**src/rtl/ps2_keycode_rx.sv**
```systemverilog
// PS/2 keyboard receiver: synchronizes and deglitches the line pair, checks 11-bit frames,
// and folds E0/F0 prefixes into one toggle-style key event word.
module ps2_keycode_rx #(
  parameter int FILT_LEN       = 8,
  parameter int TIMEOUT_CYCLES = 20000
) (
  input  logic        Clk,
  input  logic        Rst_n,
  input  logic        ps2_clk,
  input  logic        ps2_data,
  output logic [10:0] ps2_key,
  output logic        frame_err
);

  localparam int FW = $clog2(FILT_LEN + 1);
  localparam int TW = $clog2(TIMEOUT_CYCLES);
  localparam logic [FW-1:0] FILT_LAST = FW'(FILT_LEN - 1);
  localparam logic [TW-1:0] TO_LAST   = TW'(TIMEOUT_CYCLES - 1);

  typedef enum logic [1:0] {IDLE, DATA, PARITY, STOP} state_t;

  logic          clk_s1, clk_s2, dat_s1, dat_s2;
  logic          filt_clk, filt_d;
  logic [FW-1:0] filt_cnt;
  logic          strobe;

  state_t        state, state_n;
  logic [2:0]    bit_cnt, bit_cnt_n;
  logic [7:0]    shreg, shreg_n;
  logic          par, par_n;
  logic [TW-1:0] tcnt, tcnt_n;
  logic          ext, ext_n, brk, brk_n;
  logic [10:0]   key_n;
  logic          ferr_n;
  logic          good;

  // Synchronizers and filter reset to the idle-high line level.
  always_ff @(posedge Clk or negedge Rst_n) begin
    if (!Rst_n) begin
      clk_s1   <= 1'b1;
      clk_s2   <= 1'b1;
      dat_s1   <= 1'b1;
      dat_s2   <= 1'b1;
      filt_clk <= 1'b1;
      filt_d   <= 1'b1;
      filt_cnt <= '0;
    end else begin
      clk_s1 <= ps2_clk;
      clk_s2 <= clk_s1;
      dat_s1 <= ps2_data;
      dat_s2 <= dat_s1;
      filt_d <= filt_clk;
      if (clk_s2 != filt_clk) begin
        if (filt_cnt == FILT_LAST) begin
          filt_clk <= clk_s2;
          filt_cnt <= '0;
        end else begin
          filt_cnt <= filt_cnt + 1'b1;
        end
      end else begin
        filt_cnt <= '0;
      end
    end
  end

  assign strobe = filt_d & ~filt_clk;
  assign good   = (^{shreg, par}) & dat_s2;

  always_ff @(posedge Clk or negedge Rst_n) begin
    if (!Rst_n) begin
      state     <= IDLE;
      bit_cnt   <= '0;
      shreg     <= '0;
      par       <= 1'b0;
      tcnt      <= '0;
      ext       <= 1'b0;
      brk       <= 1'b0;
      ps2_key   <= '0;
      frame_err <= 1'b0;
    end else begin
      state     <= state_n;
      bit_cnt   <= bit_cnt_n;
      shreg     <= shreg_n;
      par       <= par_n;
      tcnt      <= tcnt_n;
      ext       <= ext_n;
      brk       <= brk_n;
      ps2_key   <= key_n;
      frame_err <= ferr_n;
    end
  end

  always_comb begin
    state_n   = state;
    bit_cnt_n = bit_cnt;
    shreg_n   = shreg;
    par_n     = par;
    ext_n     = ext;
    brk_n     = brk;
    key_n     = ps2_key;
    ferr_n    = 1'b0;
    tcnt_n    = (state == IDLE || strobe) ? '0 : tcnt + 1'b1;

    case (state)
      IDLE: begin
        if (strobe && !dat_s2) begin
          state_n   = DATA;
          bit_cnt_n = '0;
        end
      end
      DATA: begin
        if (strobe) begin
          shreg_n   = {dat_s2, shreg[7:1]};
          bit_cnt_n = bit_cnt + 1'b1;
          if (bit_cnt == 3'd7) state_n = PARITY;
        end
      end
      PARITY: begin
        if (strobe) begin
          par_n   = dat_s2;
          state_n = STOP;
        end
      end
      STOP: begin
        if (strobe) begin
          state_n = IDLE;
          if (good) begin
            case (shreg)
              8'hE0: ext_n = 1'b1;
              8'hF0: brk_n = 1'b1;
              8'hFA, 8'hAA, 8'hEE, 8'hFE, 8'h00, 8'hFF: ;
              default: begin
                key_n = {~ps2_key[10], ~brk, ext, shreg};
                ext_n = 1'b0;
                brk_n = 1'b0;
              end
            endcase
          end else begin
            ferr_n = 1'b1;
          end
        end
      end
      default: state_n = IDLE;
    endcase

    // A strobe coinciding with terminal count takes priority over the abort.
    if (state != IDLE && !strobe && tcnt == TO_LAST) begin
      state_n = IDLE;
      ferr_n  = 1'b1;
      ext_n   = 1'b0;
      brk_n   = 1'b0;
      tcnt_n  = '0;
    end
  end

endmodule

```
**config.mk**
```make
export PLATFORM = sky130hd
export DESIGN_NAME = ps2_keycode_rx
export DESIGN_NICKNAME = d
export VERILOG_FILES = /design/src/rtl/ps2_keycode_rx.sv
export SDC_FILE = /design/constraint.sdc
export NUM_CORES = 1
export LEC_CHECK = 0
export ABC_AREA = 0
export BUFFER_PORTS_ARGS = -buffer_cell sky130_fd_sc_hd__buf_2
export CAP_MARGIN = 20
export CORE_ASPECT_RATIO = 0.8
export CORE_MARGIN = 2
export CORE_UTILIZATION = 58
export DETAILED_ROUTE_END_ITERATION = 16
export PLACE_DENSITY = 0.77
export SLEW_MARGIN = 10
export SYNTH_ARGS = -nofsm -noshare
export SYNTH_HDL_FRONTEND = slang
export SYNTH_SLANG_ARGS = --single-unit
export TNS_END_PERCENT = 100
```
**constraint.sdc**
```tcl
create_clock -name Clk -period 5 [get_ports Clk]
set_input_delay 0.5 -clock Clk [delete_from_list [all_inputs] [get_ports Clk]]
set_output_delay 0.5 -clock Clk [all_outputs]
set_load 0.01 [all_outputs]
```
## After elaboration in Yosys (flattened, before gate mapping)

Cells that the tools add are included.

- Bits in registers: 53

- Add/subtract/negate cells: 3
- Mux-type cells: 28
- Reductions and logical operators: 25
- Eq/ne operators: 23
- Bitwise gates (word level): 6

Operators by type and width:

| kind | number |
|---|---|
| $eq A8 B8 Y1 const B | 7 |
| $mux W15 | 2 |
| $add A15 B1 Y15 const B | 1 |
| $eq A15 B15 Y1 const B | 1 |
| $reduce_or A7 Y1 | 2 |
| $mux W1 | 12 |
| $mux W2 | 6 |
| $ne A3 B3 Y1 const B | 4 |
| $reduce_and A4 Y1 | 3 |
| $reduce_bool A2 Y1 | 5 |
| $reduce_xor A9 Y1 | 1 |
| $logic_not A8 Y1 | 1 |
| $mux W4 | 2 |
| $pmux W2 S4 | 1 |
| $reduce_or A8 Y1 | 1 |
| $mux W3 | 2 |
| $ne A2 B1 Y1 const B | 3 |
| $pmux W3 S2 | 1 |
| $reduce_and A2 Y1 | 3 |
| $reduce_and A5 Y1 | 1 |
| $add A4 B1 Y4 const B | 1 |
| $eq A2 B2 Y1 const B | 2 |
| $eq A4 B3 Y1 const B | 1 |
| $not A1 Y1 | 4 |
| other kinds (13) | 18 |

## Logic depth before layout (Yosys ltp)

- Depth after elaboration: 7
- Depth in mapped cells: 8
- Gate-level depth less buffers: 7

## Worst setup path after synthesis

Ideal clock, no wire load.

- Kind: reg-to-reg
- Start: register shreg[2]
- End: register ps2_key[3]
- Setup time: 125 ps
- Path buffers: 3
- Arrival: 1984 ps
- Period minus slack after synthesis: 2109 ps
- Cell stages (with the launch flop): 9
- Path slack: 2891 ps
- Required time: 4875 ps
- Path through: dfrtp_1 -> buf_6 -> xnor2_2 -> xnor3_2 -> xnor2_2 -> and4_1 -> buf_6 -> buf_12 -> mux2_4

- Cells in the longest elaborated chain, start to end: 4
- Elaborated cells on any way between the ends: 13
- Classes of those cells: 7 x eq/ne; 2 x bitwise; 4 x reduce/logical

RTL lines:

| item | line | source |
|---|---|---|
| start, declared | 29 | `logic [7:0] shreg, shreg_n;` |
| start signal, assigned | 83 | `shreg <= shreg_n;` |
| $eq A8 B8 Y1 or $logic_not A8 Y1 (tied branches) | 128 | `case (shreg)` |
| $reduce_or A8 Y1 (no line) | -- |  |
| $not A1 Y1 (no line) | -- |  |
| $reduce_and A4 Y1 (no line) (*) | -- |  |
| end signal, assigned | 88 | `ps2_key <= key_n;` |
| end, declared | 11 | `output logic [10:0] ps2_key,` |

Mark *: on every way between the ends. The rest lies on a longest branch, timed or not.
A chain may end at the register's enable or synchronous reset.

## Worst setup path after layout

- Start: register filt_d
- End: register ps2_key[0]

- Cells in the longest elaborated chain, start to end: 2

RTL lines:

| item | line | source |
|---|---|---|
| start, declared | 23 | `logic filt_clk, filt_d;` |
| start signal, assigned | 52 | `filt_d <= filt_clk;` |
| $and A1 B1 Y1 | 66 | `assign strobe = filt_d & ~filt_clk;` |
| $reduce_and A4 Y1 (no line) | -- |  |

Every way passes these cells.

==> results.toml <==
[clock_network]
holdBufCountCts = 0
cts_tree = "built"
numCtsBuffers = 5
cts.sinks = 53
clkTransAtPathRegs_ps = 100
htreeDepth = 2
postCtsSetupRepairBufs = 0
ctsResizeCount = 0
insertion_delay_ps = 300
clk_path_buf_depth = 2
root_buffer = "clkbuf_8"

[final_layout]
final_util_pct = 64.7
drive_gt1_share_pct = 22.5
antenna_cells = 0
area_growth_pct = 7.62
fill_cells = 331
nets = 239

[logic_synthesis]
avgSynthCellArea_um2 = 11.9
synth_top_area_share_pct = 46.8
synth_fp_nets = 225
ys_types = 41
ys.flop_type = "dfrtp_1"
syn_inst = 212
synth_top_area_cell = "dfrtp_1"
synthArstFlopShare_pct = 100
synth_edf_count = 0
yosysSeqAreaShare_pct = 53.1
synthTopCellsByArea = "dfrtp_1, dfstp_2, mux2_2"
ys_top_cells_by_count = "dfrtp_1, nor2_1, nand2_1"
yosysWarnings = 0
synth-seq-cells = 53
synth_area_um2 = 2510
yosysMostFrequentCell = "dfrtp_1"

[route]
vias_per_cell = 5.49
vias = 1559
antenna_left = 0
wire_per_inst_um = 13.9
first_pass_iters = 4
drcViolationCount = 0
routed_wl_um = 3950
drtIter0Drc = 146

[worst_setup_path]
reg2regPathDepth = 5
crit_path_max_incr_delay_ps = 700
critPathMaxFanout = 13
cp.required_ps = 5200
cp_slowest_cell = "and4_1"
rrSetupSlack_ps = 2410
cp-start-kind = "register"
reg2reg_from = "filt_d"
path_cells = "nor2b_1 > nand3_1 > a21oi_1 > and4_1 > mux2_2"
worstPathArrival_ps = 2790
crit_type = "reg2reg"
critPathLaunch = "filt_d"
end_kind = "register"
r2r_end = "ps2_key[0]"

[placed_design]
gp_routability_congestion = 0.770
io_buffers = 15
hpwl_um = 2680

[sta]
finalSetupViolCount = 0
tns_ps = 0
period_share_pct = 51.9
worst_pin_slew_ps = 715
hold_viol_final = 0
clock_skew_ps = 12.3
slew_violations = 0
slew_headroom_pct = 52.3
grt_setup_unrepaired = "no"
timing.fmax_mhz = 386
min_period_ps = 2590

[global_routing]
grt_max_degree = 54
grt_pass1_vias = 1571
grt_pass1_wl_um = 7290
overflow = 0
track_usage_pct = 18.9
grt_antenna_before_repair = 0

[die]
die_area_um2 = 4880
boundaryPins = 16
die_h_um = 62.9
core_area_um2 = 4180
initial_core_util_pct = 60.1
row_count = 21
die_w_um = 77.6

[power_and_ir_drop]
p_per_area_nw_per_um2 = 419
irDropWorstVdd_mv = 0.240
p_leak_nw = 1.30

[flow_run]
drv_cap = 0

[min_path]
hold_class = "in2async"

[outcome]
status = "complete, no violations"
==> routing by layer <==
layer / vias to the layer above / routed length (µm) / GRT usage, %
li1: 762 / - / -
met1: 763 / 2090 / 27.5
met2: 25 / 1680 / 27.5
met3: 9 / 120 / 4.48
met4: 0 / 62 / 7.14
met5: - / 0 / 0
==> per-stage QoR <==
step           cell area (µm²)  power, W  hold WS (ps)  worst slack (ps)  cells
3_3_place_gp              2600  0.000850           346              2510    276
4_1_cts                   2700   0.00114           282              2410    284
2_1_floorplan             2510  0.000794           204              2890    212
6_report                  2700   0.00113           289              2410    284
3_5_place_dp              2600  0.000859           348              2430    276
5_1_grt                   2700   0.00121           271              2170    284
==> sequential cells by signal, summed over array words and instances (netlist names) <==
signal and count:
frame_err 1, ps2_key 11, filt_d 1, par 1
clk_s1 1, shreg 8, filt_cnt 4, bit_cnt 3
state 2, ext 1, tcnt 15, brk 1
dat_s2 1, dat_s1 1, filt_clk 1, clk_s2 1
==> worst max-delay path by stage <==
| stage | to | slack [ps] | depth (start not counted) |
|---|---|---|---|
| 6_report | ps2_key[0] | 2410 | 5 |
| 5_1_grt | ps2_key[0] | 2170 | 5 |
| 4_1_cts | ps2_key[0] | 2410 | 5 |
| 3_5_place_dp | ps2_key[0] | 2430 | 5 |
| 3_3_place_gp | ps2_key[0] | 2510 | 5 |
| 2_1_floorplan | ps2_key[3] | 2890 | 8 |
==> cell families after synthesis <==
| logic type | share of synthesized area [%] |
|---|---|
| muxes | 9.36 |
| xor gates and xnor gates | 9.21 |
| and+or+nand+nor | 14.1 |
| DFF | 53.1 |
| buffers and inverters | 3.68 |
| adders and majority gates | 4.48 |
| AOI/OAI and AO/OA | 6.03 |
==> placed cells by master, fill, tap and decap left out, types with 2 or more instances in the layout <==
| cell | count |
|---|---|
| nor4_1 | 4 |
| a21o_1 | 3 |
| nor2b_1 | 2 |
| xor2_1 | 10 |
| and4_1 | 3 |
| nand3_1 | 6 |
| nor2_1 | 19 |
| xnor2_2 | 2 |
| inv_1 | 6 |
| ha_1 | 9 |
| nand4_1 | 6 |
| dfstp_2 | 6 |
| nand2_1 | 13 |
| buf_2 | 15 |
| o21ai_0 | 7 |
| mux2_4 | 6 |
| a41oi_1 | 2 |
| clkbuf_8 | 5 |
| dfrtp_1 | 47 |
| a21oi_1 | 4 |
| xnor2_1 | 10 |
| mux2_2 | 12 |
| nor3_1 | 7 |
| and3_1 | 5 |
==> final cells by class <==
class / count / area [µm²] / share of cell area [%]
tap: 57 / 71.3 / 2.64
clock inverter: 2 / 35.0 / 1.30
sequential: 53 / 1330 / 49.3
multi-input combinational: 144 / 1090 / 40.2
clock buffer: 6 / 72.6 / 2.68
timing repair buffer: 16 / 82.6 / 3.05
inverter: 6 / 22.5 / 0.833
==> where the power goes <==
group	leakage [nW]	switching [W]	internal [W]
Sequential	0.708	0.0000594	0.000492
Clock	0.0552	0.000132	0.000149
Combinational	0.540	0.000168	0.000133
==> worst max-delay path, delay by kind of cell (launching register included) <==
| family | cells | cell delay, ps |
|---|---|---|
| DFF | 1 | 540 |
| and+or+nand+nor | 3 | 1330 |
| muxes | 1 | 410 |
| AOI/OAI and AO/OA | 1 | 210 |
No activity file was read; power rests on OpenSTA's default activity.
